--- src/rtl/next_uart_pkg.sv ---
// Shared UART definitions: transmitter FSM states, CSR field positions, line idle level.
// Latency: n/a (types and constants only).
// Backpressure: n/a.
package next_uart_pkg;

  typedef enum logic [1:0] {
    IDLE  = 2'd0,
    START = 2'd1,
    DATA  = 2'd2,
    STOP  = 2'd3
  } uart_tx_state_e;

  localparam int   UART_CSR_REQ_BIT = 0;
  localparam int   UART_CSR_EN_BIT  = 1;
  localparam int   UART_CSR_DIV_LSB = 16;
  localparam int   UART_CSR_DIV_MSB = 31;

  localparam logic UART_IDLE_LEVEL  = 1'b1;

endpackage

--- src/rtl/uart_baud_gen.sv ---
// Baud tick generator: counts 0..div-1 and pulses bit_end on the last count of each bit.
// Latency: bit_end is combinational from the count register; first pulse div cycles after clear.
// Backpressure: none; clear holds the count at zero.
//
// Ports:
//   clk, rst  - clock, async active-high reset
//   clear     - synchronous clear; also suppresses bit_end
//   div       - cycles per bit, caller guarantees >= 2
//   bit_end   - single-cycle pulse at count == div-1
module uart_baud_gen #(
  parameter int DIV_W = 16
) (
  input  logic             clk,
  input  logic             rst,
  input  logic             clear,
  input  logic [DIV_W-1:0] div,
  output logic             bit_end
);

  logic [DIV_W-1:0] r_cnt;
  logic             w_last;

  // Wraps at div-1, so with div >= 2 the counter never reaches its maximum.
  assign w_last  = (r_cnt == (div - DIV_W'(1)));
  assign bit_end = w_last && !clear;

  always_ff @(posedge clk or posedge rst) begin
    if (rst) begin
      r_cnt <= '0;
    end else if (clear || w_last) begin
      r_cnt <= '0;
    end else begin
      r_cnt <= r_cnt + DIV_W'(1);
    end
  end

endmodule

--- src/rtl/uart_tx.sv ---
// 8N1 UART transmitter fed by the core's memory-mapped UART IO/CSR words.
// Latency: a pending request is accepted on the next edge; tx drops low from that edge; a frame is 10*div cycles.
// Backpressure: one frame in flight; a toggle seen while busy waits until the end of STOP. Software polls tx_ack.
//
// Ports:
//   clk, rst         - clock, async active-high reset
//   io_uart_io_reg   - [7:0] byte to send
//   io_uart_csr_reg  - [0] request toggle, [1] enable, [31:16] divisor override (used when >= 2)
//   tx               - serial line, idle high
//   tx_busy          - high while a frame is in flight
//   tx_ack           - toggles on each accepted request
//   tx_count         - frames completed, wrapping
module uart_tx
  import next_uart_pkg::*;
#(
  parameter int CLKS_PER_BIT = 16,
  parameter int DIV_W        = 16
) (
  input  logic        clk,
  input  logic        rst,
  input  logic [31:0] io_uart_io_reg,
  input  logic [31:0] io_uart_csr_reg,
  output logic        tx,
  output logic        tx_busy,
  output logic        tx_ack,
  output logic [15:0] tx_count
);

  uart_tx_state_e   r_state, w_state_nxt;
  logic             r_tx, w_tx_nxt;
  logic             r_busy, w_busy_nxt;
  logic             r_ack, w_ack_nxt;
  logic [15:0]      r_count, w_count_nxt;
  logic [7:0]       r_shift, w_shift_nxt;
  logic [2:0]       r_idx, w_idx_nxt;
  logic [DIV_W-1:0] r_div, w_div_nxt;

  logic             w_pending;
  logic             w_accept;
  logic             w_bit_end;
  logic [15:0]      w_csr_div;
  logic [DIV_W-1:0] w_div_sel;
  logic             w_unused_bits;

  assign w_pending = (io_uart_csr_reg[UART_CSR_REQ_BIT] != r_ack) &&
                     io_uart_csr_reg[UART_CSR_EN_BIT];

  assign w_csr_div = io_uart_csr_reg[UART_CSR_DIV_MSB:UART_CSR_DIV_LSB];
  // Overrides of 0 or 1 would make a bit shorter than the counter can express.
  assign w_div_sel = (w_csr_div >= 16'd2) ? DIV_W'(w_csr_div) : DIV_W'(CLKS_PER_BIT);

  assign w_unused_bits = ^{io_uart_io_reg[31:8], io_uart_csr_reg[15:2]};

  // Counter is parked at zero while idle so START always gets a full bit period.
  uart_baud_gen #(
    .DIV_W (DIV_W)
  ) u_baud (
    .clk     (clk),
    .rst     (rst),
    .clear   (r_state == IDLE),
    .div     (r_div),
    .bit_end (w_bit_end)
  );

  always_ff @(posedge clk or posedge rst) begin
    if (rst) begin
      r_state <= IDLE;
      r_tx    <= UART_IDLE_LEVEL;
      r_busy  <= 1'b0;
      r_ack   <= 1'b0;
      r_count <= '0;
      r_shift <= '0;
      r_idx   <= '0;
      r_div   <= DIV_W'(CLKS_PER_BIT);
    end else begin
      r_state <= w_state_nxt;
      r_tx    <= w_tx_nxt;
      r_busy  <= w_busy_nxt;
      r_ack   <= w_ack_nxt;
      r_count <= w_count_nxt;
      r_shift <= w_shift_nxt;
      r_idx   <= w_idx_nxt;
      r_div   <= w_div_nxt;
    end
  end

  always_comb begin
    w_state_nxt = r_state;
    w_tx_nxt    = r_tx;
    w_ack_nxt   = r_ack;
    w_count_nxt = r_count;
    w_shift_nxt = r_shift;
    w_idx_nxt   = r_idx;
    w_div_nxt   = r_div;
    w_accept    = 1'b0;

    case (r_state)
      IDLE: begin
        w_tx_nxt = UART_IDLE_LEVEL;
        w_accept = w_pending;
      end
      START: begin
        if (w_bit_end) begin
          w_state_nxt = DATA;
          w_idx_nxt   = 3'd0;
          w_tx_nxt    = r_shift[0];
        end
      end
      DATA: begin
        if (w_bit_end) begin
          if (r_idx == 3'd7) begin
            w_state_nxt = STOP;
            w_tx_nxt    = UART_IDLE_LEVEL;
          end else begin
            w_shift_nxt = r_shift >> 1;
            w_idx_nxt   = r_idx + 3'd1;
            w_tx_nxt    = w_shift_nxt[0];
          end
        end
      end
      STOP: begin
        if (w_bit_end) begin
          w_count_nxt = r_count + 16'd1;
          w_state_nxt = IDLE;
          w_tx_nxt    = UART_IDLE_LEVEL;
          // A request seen during the frame starts the next one with no idle gap.
          w_accept    = w_pending;
        end
      end
      default: begin
        w_state_nxt = IDLE;
        w_tx_nxt    = UART_IDLE_LEVEL;
      end
    endcase

    if (w_accept) begin
      w_state_nxt = START;
      w_tx_nxt    = 1'b0;
      w_ack_nxt   = ~r_ack;
      w_shift_nxt = io_uart_io_reg[7:0];
      w_div_nxt   = w_div_sel;
    end

    w_busy_nxt = (w_state_nxt != IDLE);
  end

  assign tx       = r_tx;
  assign tx_busy  = r_busy;
  assign tx_ack   = r_ack;
  assign tx_count = r_count;

endmodule

--- config.mk ---
export PLATFORM = sky130hd
export DESIGN_NAME = uart_tx
export DESIGN_NICKNAME = d
export VERILOG_FILES = /design/src/rtl/next_uart_pkg.sv /design/src/rtl/uart_baud_gen.sv /design/src/rtl/uart_tx.sv
export SDC_FILE = /design/constraint.sdc
export NUM_CORES = 1
export LEC_CHECK = 0
export ABC_AREA = 1
export CORE_MARGIN = 2
export CORE_UTILIZATION = 52
export DETAILED_ROUTE_END_ITERATION = 8
export PLACE_DENSITY = 0.89
export SLEW_MARGIN = 20
export SYNTH_ARGS = -nofsm -noshare
export SYNTH_HDL_FRONTEND = slang
export SYNTH_SLANG_ARGS = --single-unit
--- constraint.sdc ---
create_clock -name clk -period 2.8 [get_ports clk]
set_input_delay 0.56 -clock clk [delete_from_list [all_inputs] [get_ports clk]]
set_output_delay 0.56 -clock clk [all_outputs]
set_load 0.02 [all_outputs]
; ---- Word level (Yosys, flattened, before mapping)
; Cells that the tools add are included.
[word_totals]
output_inout_bits = 19
regBits = 64
elab_cells = 65
[classes]
n_mux = 24
reduce_logical = 13
n_eq_ne = 13
order_cmp = 1
bitwise_logic = 1
add_sub_neg = 4
[op_table]
columns = operator, n
row1 = "16-bit by 1-bit adder with 16-bit output, second input constant", 2
row2 = 16-bit 2-to-1 mux, 2
row3 = 8-bit 2-to-1 mux, 4
row4 = 16-bit equality test, 1
row5 = "16-bit by 2-bit greater-or-equal comparator with 1-bit output, second input constant", 1
row6 = "16-bit by 1-bit subtractor with 16-bit output, second input constant", 1
row7 = 2-bit 2-to-1 mux, 5
row8 = 3-bit 2-to-1 mux, 3
row9 = "3-bit by 2-bit inequality test with 1-bit output, second input constant", 3
row10 = 2-bit nonzero test, 4
row11 = 1-bit 2-to-1 mux, 6
row12 = 2-bit one-hot mux with 3 select lines, 1
row13 = 3-bit one-hot mux with 2 select lines, 1
row14 = 3-bit AND reduction, 2
row15 = "2-bit equality test, second input constant", 2
row16 = "2-bit by 1-bit inequality test with 1-bit output, second input constant", 2
row17 = "2-bit inequality test, second input constant", 2
row18 = 1-bit one-hot mux with 4 select lines, 1
row19 = 4-bit AND reduction, 1
row20 = "3-bit by 1-bit adder with 3-bit output, second input constant", 1
row21 = "3-bit equality test, second input constant", 1
row22 = "2-bit by 1-bit equality test with 1-bit output, second input constant", 1
row23 = 1-bit logical AND, 2
row24 = 2-bit zero test, 1
row25 = 6 further kinds, 6

; ---- Depth between registers and ports, before layout
; Gate-level depths: netlist of run 1.
[depth]
ltp_word = 7
mapped_depth = 19

; ---- Cells and area by module
; A second synthesis of run 1 with hierarchy kept.
[hier_totals]
cells_unflattened = 553
hier_area_um2 = 4032.6
[by_module_without_submodules]
columns = mod, seq_area_each_um2, n_inst, area_per_inst_um2, cells_each
row1 = uart_tx, 1203.7, 1, 2396.0, 290
row2 = uart_baud_gen, 400.4, 1, 1636.6, 263

; ---- Least setup slack after synthesis of run 1
; OpenSTA, ideal clock, no wires.
[synth_path]
path_kind = register to register
from = register r_div[0]
to = register r_shift[0]
period_less_slack_ns = 2.198
path_stages_with_launch = 17
arrival_ns = 2.075
setup_time_ns = 0.124
path_slack_ns = 0.602
path_cell_list = dfrtp_1 -> inv_1 -> ha_1 -> nand2_2 -> nor2_8 -> nand2_1 -> nand2_1 -> nand2_1 -> nor2_1 -> nand3_1 -> a21oi_2 -> nand2_1 -> o21ai_2 -> nand2_2 -> buf_2 -> nand3_1 -> nand3_2
[synth_via]
elab_chain_len = 7
elab_cells_between_ends = 10
[synth_lines]
columns = item, line_no
row1 = "start, declared", uart_tx.sv:36  ; logic [DIV_W-1:0] r_div, w_div_nxt;
row2 = "start signal, assigned", uart_tx.sv:74  ; r_div <= DIV_W'(CLKS_PER_BIT);
row3 = "start signal, assigned", uart_tx.sv:83  ; r_div <= w_div_nxt;
row4 = 16-bit by 1-bit subtractor with 16-bit output (*), uart_baud_gen.sv:24  ; assign w_last = (r_cnt == (div - DIV_W'(1)));
row5 = 16-bit equality test (*), uart_baud_gen.sv:24
row6 = 1-bit logical AND (*), uart_baud_gen.sv:25  ; assign bit_end = w_last && !clear;
row7 = 1-bit 2-to-1 mux, uart_tx.sv:122  ; if (w_bit_end) begin
row8 = 1-bit one-hot mux with 2 select lines, uart_tx.sv:97  ; case (r_state)
row9 = 2-bit inequality test (no source line) / 2-bit nonzero test (equally long branches), -
row10 = 3-bit AND reduction (no source line), -
row11 = "end signal, assigned", uart_tx.sv:81  ; r_shift <= w_shift_nxt;
row12 = "end, declared", uart_tx.sv:34  ; logic [7:0] r_shift, w_shift_nxt;
; Mark *: on every way between the ends. The rest lies on a longest branch, timed or not.
; A chain may end at the register's enable or synchronous reset.

; ---- Final worst setup path of run 1
[layout_path]
from = register r_div[0]
to = register r_shift[5]
; The elaborated chain is that of the path after synthesis.

==> results.py, run 1 <==
metrics = {
    "outcome": {
        "status": "finished, final reports clean",
    },
    "yosys": {
        "synth_edf_count": 0,
        "synth-adder-area-share_pct": 3.13,
        "synth_nets": 610,
        "synthXorXnorAreaFrac_pct": 7.24,
        "synth_simple_gate_area_share_pct": 37.8,
        "synth_warnings": 0,
        "synthMuxAreaShare_pct": 0,
        "syn_area_sq_um": 3990,
        "synth_compound_area_share_pct": 5.26,
        "syn_inst": 534,
        "ys_types": 35,
        "ys.flop_type": "dfrtp_1",
        "postSynth.asyncResetShare_pct": 100,
        "synth_area_per_cell_sq_um": 7.48,
        "seq_area_frac_synth_pct": 40.2,
        "synth_top_family_by_area": "simple AND/OR/NAND/NOR gates",
        "ys_seq_elements": 64,
    },
    "route": {
        "antenna_left": 0,
        "routed_wl_um": 9410,
        "drtIter0Drc": 198,
        "route.vias.total": 3675,
        "first_pass_iters": 4,
        "post_drt_wl_per_cell_um": 13.4,
        "drc": 0,
        "viasPerCell": 5.25,
    },
    "placement": {
        "dp_hpwl_um": 7160,
        "dpl_cell_area_sq_um": 4590,
        "routabilityCongestion": 0.933,
        "port_buffers": 46,
    },
    "timing": {
        "hold_viol": 0,
        "fin_setup_tns_ns": 0,
        "slew_viol_final": 0,
        "fin_skew_ns": 0.00804,
        "tightestPinTransition_ns": 0.653,
        "post-route-period-util_pct": 92.1,
        "finalSetupViolations": 0,
        "period_needed_ns": 2.58,
        "max_freq_mhz": 388,
        "slew_headroom_pct": 56.4,
    },
    "cts": {
        "clk_pin_slew_ns": 0.07,
        "cts_tree": "yes",
        "htree_levels": 3,
        "cts_made_buffers": 9,
        "clockRootBuffer": "clkbuf_8",
        "clkLatencyLatePin_ns": 0.35,
        "clockBufferDepth": 2,
        "cts_sinks": 64,
    },
    "die": {
        "initial_core_util_pct": 54.5,
        "io_pins": 85,
        "coreArea_sq_um": 7330,
        "die_x_um": 91.6,
        "fp.dieH_um": 91.6,
        "die-area_sq_um": 8400,
        "rows": 31,
    },
    "final_layout": {
        "fin_area_sq_um": 4830,
        "regArea_sq_um": 1600,
        "multi_input_area_sq_um": 2150,
        "nets": 672,
        "syn_to_final_growth_pct": 21.1,
        "antenna_cells": 0,
        "drive_gt1_share_pct": 10.3,
        "n_fill_cell": 621,
    },
    "global_route": {
        "grt_max_degree": 32,
        "grt_pass1_wl_um": 16300,
        "grt_pass1_vias": 3610,
        "track_usage_pct": 24.1,
        "grt_overflow_total": 0,
        "antenna_found_initial": 0,
    },
    "setup_path": {
        "r2r-start": "r_div[0]",
        "r2r-end": "r_shift[5]",
        "start_kind": "register",
        "worst-setup-path-type": "register to register",
        "arrival_ns": 2.80,
        "reg2reg_depth": 16,
        "r2r_setup_slack_ns": 0.22,
        "required_ns": 3.03,
        "crit_path_end_kind": "register",
        "critical_path.max_fanout": 12,
    },
    "power": {
        "power_leakage_nw": 2.34,
        "power.density_nw_per_um2": 375,
        "power.total_mw": 1.81,
        "irDropWorstVdd_mv": 0.374,
    },
    "hold_path": {
        "hold_depth": 2,
        "min-delay-start": "tx",
        "hold_path.class": "register to register",
        "hold_end": "tx",
    },
    "job": {
        "max_cap_viol_count": 0,
    },
}
==> metrics by stage <==
stage	worst slack, ns	std cells	hold slack, ns	utilization, %
final	0.221	700	0.491	65.9
after global routing	-0.000849	700	0.507	65.9
after CTS	0.154	697	0.497	65.4
after detailed placement	0.203	681	0.485	62.6
after global placement	0.283	681	0.477	62.6
after floorplan	0.602	534	0.457	-
==> sequential cells by signal (all words and copies together) (netlist names), 2 cells and up <==
name,flops
r_state,2
r_div,16
r_idx,3
r_shift,8
u_baud.r_cnt,16
tx_count,16
==> cell usage in the layout (no fill, tap or decap), types with 10 or more instances in the layout <==
| cell | n |
|---|---|
| inv_1 | 47 |
| clkbuf_8 | 11 |
| nor2_1 | 59 |
| clkdlybuf4s50_1 | 46 |
| nand3_1 | 45 |
| nor3_1 | 11 |
| dfrtp_1 | 62 |
| xor2_1 | 20 |
| o21ai_1 | 10 |
| o21ai_0 | 16 |
| nand2_1 | 160 |
| buf_4 | 12 |
| xnor2_1 | 13 |
==> cells by family after synthesis <==
kind of cell    after synthesis
compound gates               38
xor+xnor                     33
fa+ha+maj                    10
buf+inv                      59
flops                        64
simple gates                330
==> cell type report <==
type / instances / area share (%)
multi-input combinational: 411 / 44.4
sequential: 64 / 33.2
clock inverter: 5 / 1.14
tap: 99 / 2.56
clock buffer: 11 / 3.13
inverter: 52 / 4.19
timing repair buffer: 58 / 11.4
==> metal layers <==
| metal | vias up | GRT usage (%) | part of all wire [%] |
|---|---|---|---|
| met4 | 0 | 9.09 | 2.1 |
| met1 | 1719 | 30.6 | 45 |
| met5 | - | 0 | 0 |
| met2 | 94 | 40.8 | 48 |
| met3 | 18 | 4.68 | 5.1 |
| li1 | 1844 | - | - |
==> power breakdown <==
part / leakage (nW) / switching [mW] / internal (mW)
clock network: 0.101 / 0.364 / 0.456
registers: 0.831 / 0 / 0.924
logic: 1.41 / 0.0304 / 0.0385
total: 2.34 / 0.394 / 1.42
==> synth_stat cells (all sizes together), types with 2 or more instances <==
cell type	instances	share of area, %
a21oi	7	0.97
and3	2	0.31
buf	7	1.3
dfrtp	62	39
dfstp	2	1.3
ha	10	3.1
inv	51	4.8
nand2	170	17
nand3	51	7.0
nand3b	9	1.7
nand4	8	1.3
nor2	66	7.1
nor3	11	1.4
nor3b	8	1.5
nor4	4	0.78
o21ai	27	3.5
xnor2	13	2.9
xor2	20	4.4
==> worst max-delay path by stage <==
stage          startpoint    endpoint  slack [ns]  cells after the start
3_5_place_dp     r_div[0]  r_shift[5]        0.20                     16
6_report         r_div[0]  r_shift[5]        0.22                     16
4_1_cts          r_div[0]  r_shift[5]        0.15                     16
5_1_grt          r_div[0]  r_shift[5]     -0.0008                     16
3_3_place_gp     r_div[0]  r_shift[3]        0.28                     16
2_1_floorplan    r_div[0]  r_shift[0]        0.60                     16
==> what timing repair did <==
action	4_1_cts	5_1_grt
resized for setup	0	4
hold buffers	0	0
endpoints found under the setup margin	0	26
buffers inserted	0	3
==> worst max-delay path, cell delays in order (launching register included) <==
cell	delay, ns
dfrtp_1	0.42
inv_1	0.13
ha_2	0.22
nand2_2	0.13
nor2_8	0.19
nand3_2	0.10
nand2_1	0.10
nand2_1	0.08
nor2_1	0.09
nand3_1	0.08
a21oi_2	0.13
nand2_1	0.11
o21ai_2	0.17
nand2_4	0.13
buf_4	0.21
nand3_1	0.08
nand3_1	0.08
Power figures use the tool's default switching activity.
==> inputs of run 2 (changes only) <==
--- a/config.mk
+++ b/config.mk
@@ -5,9 +5,8 @@
 export SDC_FILE = /design/constraint.sdc
 export NUM_CORES = 1
 export LEC_CHECK = 0
-export ABC_AREA = 1
 export CORE_MARGIN = 2
-export CORE_UTILIZATION = 52
+export CORE_UTILIZATION = 51
 export DETAILED_ROUTE_END_ITERATION = 8
 export PLACE_DENSITY = 0.89
 export SLEW_MARGIN = 20
==> constraint.sdc (replaced) <==
create_clock -name clk -period 2.46 [get_ports clk]
set_input_delay 0.492 -clock clk [delete_from_list [all_inputs] [get_ports clk]]
set_output_delay 0.492 -clock clk [all_outputs]
set_load 0.02 [all_outputs]
==> run 2 against run 1 <==
Against the previous run: first-iteration DRC count rose by 120%; total power increased to 2.9 times the previous value; final area rose by 15%; largest power group is now combinational logic; the flow now finishes with violations (negative setup slack); flip-flop and latch count unchanged; count of clock-buffer cells in the layout fell by 2.
==> results.py, run 2 <==
metrics = {
    "yosys": {
        "seq_area_frac_synth_pct": 42.5,
        "syn_area_sq_um": 3770,
        "synth_nets": 450,
        "yosys.area.top_type": "dfrtp_1",
        "syn_inst": 374,
        "postSynth.asyncResetShare_pct": 100,
        "synth_area_per_cell_sq_um": 10.1,
        "synthTopCellsByArea": "dfrtp_1, xor2_1, mux2_1, mux2_2, xnor2_1",
        "synth_warnings": 0,
        "synth.most_common_cell": "dfrtp_1",
        "synth.top_cell.area_share_pct": 41.1,
        "synth_edf_count": 0,
        "ys.flop_type": "dfrtp_1",
        "ys_types": 54,
        "synth_common_cells": "dfrtp_1, nor2_1, xor2_1",
        "ys_seq_elements": 64,
    },
    "route": {
        "drtIter0Drc": 439,
        "route.vias.total": 3728,
        "first_pass_iters": 6,
        "post_drt_wl_per_cell_um": 22.8,
        "antenna_left": 0,
        "routed_wl_um": 13400,
        "drc": 0,
        "viasPerCell": 6.36,
    },
    "setup_path": {
        "crit_slowest_cell": "a222oi_1",
        "crit_family": "simple AND/OR/NAND/NOR gates",
        "arrival_ns": 3.67,
        "crit_buf_inv": 4,
        "start_kind": "register",
        "required_ns": 2.71,
        "crit_path_end_kind": "register",
        "worst-setup-path-type": "register to register",
        "critical_path.max_fanout": 5,
        "cp_slowest_stage_delay_ns": 0.60,
        "cp_common_cell": "buf_4",
        "crit_chain": "buf_4 > or3_1 > nor2_1 > nand3_1 > a222oi_1 > nand4_1 > buf_4 > o21ai_4 > buf_12 > buf_4 > mux2_1",
    },
    "timing": {
        "post-route-period-util_pct": 139,
        "fin_skew_ns": 0.0125,
        "hold_viol": 0,
        "tightestPinTransition_ns": 0.635,
        "slew_viol_final": 0,
        "finalSetupViolations": 64,
        "slew_headroom_pct": 57.3,
        "whs_ns": 0.500,
        "final.setup.worst_slack_ns": -0.960,
        "max_freq_mhz": 292,
        "period_needed_ns": 3.42,
        "fin_setup_tns_ns": -50.09,
        "rsz0062_at_grt": "true",
    },
    "cts": {
        "clockBufferDepth": 2,
        "hold_buffers": 0,
        "cts_made_buffers": 9,
        "clk_pin_slew_ns": 0.08,
        "cts_sinks": 64,
        "clockRootBuffer": "clkbuf_8",
        "cts_tree": "yes",
        "htree_levels": 3,
        "clkLatencyLatePin_ns": 0.37,
    },
    "global_route": {
        "grt_pass1_vias": 3599,
        "antenna_found_initial": 0,
        "grt_overflow_total": 0,
        "grt_max_degree": 38,
        "grt_pass1_wl_um": 18000,
        "track_usage_pct": 28.3,
    },
    "final_layout": {
        "mostFrequentLayoutCells": "dfrtp_1, buf_4, clkdlybuf4s50_1",
        "regArea_sq_um": 1610,
        "antenna_cells": 0,
        "n_fill_cell": 403,
        "drive_gt1_share_pct": 35.1,
        "fin_area_sq_um": 5570,
        "nets": 558,
        "mostFrequentLayoutCell": "dfrtp_1",
        "syn_to_final_growth_pct": 47.7,
        "multi_input_area_sq_um": 2420,
    },
    "die": {
        "die-area_sq_um": 8100,
        "initial_core_util_pct": 52.3,
        "coreArea_sq_um": 7210,
        "fp.dieH_um": 90.0,
        "rows": 31,
        "die_x_um": 90.0,
        "io_pins": 85,
    },
    "power": {
        "power.density_nw_per_um2": 956,
        "irDropWorstVdd_mv": 0.620,
        "power.total_mw": 5.33,
        "power_leakage_nw": 2.55,
    },
    "outcome": {
        "status": "finished with violations",
        "failed_checks": "negative setup slack",
    },
    "placement": {
        "routabilityCongestion": 0.902,
        "dpl_cell_area_sq_um": 4770,
        "dp_hpwl_um": 6660,
        "port_buffers": 46,
    },
    "job": {
        "max_cap_viol_count": 0,
    },
    "hold_path": {
        "hold_path.class": "register to register",
    },
}
run 2: cell types whose count changed in the layout (fill, tap and decap cells not counted), sizes merged, moves of 21 or more:
| cell | change |
|---|---|
| nand2 | -148 |
| buf | +55 |
| inv | -42 |
| mux2 | +30 |
| nand3 | -30 |
| nor2 | -30 |
| o21ai | -21 |
run 2: layout make-up:
cell class,count,area share [%]
well taps,99,2.22
multi-input cells,283,43.4
flip-flops and latches,64,28.8
clock inverters,7,2.16
inverters,10,0.719
clock buffers,9,2.22
repair buffers,114,20.4
run 2: report_power, final:
group          internal, mW  switching (mW)  total, mW
sequential             1.32           0.288       1.61
combinational          1.30            1.28       2.57
clock                 0.674           0.468       1.14
run 2: logic make-up (layout without fill, tap and decap cells):
family	count (synthesis)	in the layout	share of synthesized area [%]
buffers and inverters	27	140	3.32
muxes	32	32	9.49
AOI/OAI and AO/OA	38	38	7.33
and+or+nand+nor	155	155	22.9
DFF	64	64	42.5
adders and majority gates	10	10	3.32
xor gates and xnor gates	48	48	11.1
run 2: worst paths after layout:
path | to | startpoint | depth (start not counted) | slack (ns)
worst max-delay path | r_div[3] | r_div[2] | 11 | -0.96
worst min-delay path | tx_count[6] | tx_count[6] | 1 | 0.50
worst max register to register | r_div[3] | r_div[2] | 11 | -0.96
worst min register to register | tx_count[6] | tx_count[6] | 1 | 0.50
max in group asynchronous | tx | rst | 3 | 1.52
min in group asynchronous | r_div[3] | rst | 3 | 0.52
run 2: through the flow:
step / worst slack, ns / std cells / utilization, %
final: -0.960 / 586 / 77.2
after global routing: -0.951 / 586 / 77.2
after CTS: -0.489 / 577 / 73.5
after detailed placement: -0.545 / 553 / 66.1
after global placement: -0.468 / 553 / 66.1
after floorplan: -0.567 / 374 / -
run 2: routing by layer:
layer | up-vias | GRT usage (%) | share of wire [%]
met2 | 290 | 48.6 | 49
met1 | 1801 | 33.7 | 35
met5 | - | 0 | 0
met4 | 0 | 13.6 | 6.0
met3 | 93 | 6.45 | 9.6
li1 | 1544 | - | -
run 2: timing repair:
action | CTS | global route
resized for setup | 46 | 38
setup buffers | 6 | 8
cloned | 2 | 2
pin swaps | 11 | 13
endpoints found under the setup margin | 64 | 64
==> inputs of run 3 (changes only) <==
--- a/config.mk
+++ b/config.mk
@@ -8,6 +8,7 @@
 export CORE_MARGIN = 2
 export CORE_UTILIZATION = 51
 export DETAILED_ROUTE_END_ITERATION = 8
+export HOLD_SLACK_MARGIN = 0.08
 export PLACE_DENSITY = 0.89
 export SLEW_MARGIN = 20
 export SYNTH_ARGS = -nofsm -noshare
==> results of run 3 <==
The final DEF is identical to that of run 2; final timing and power are the same.
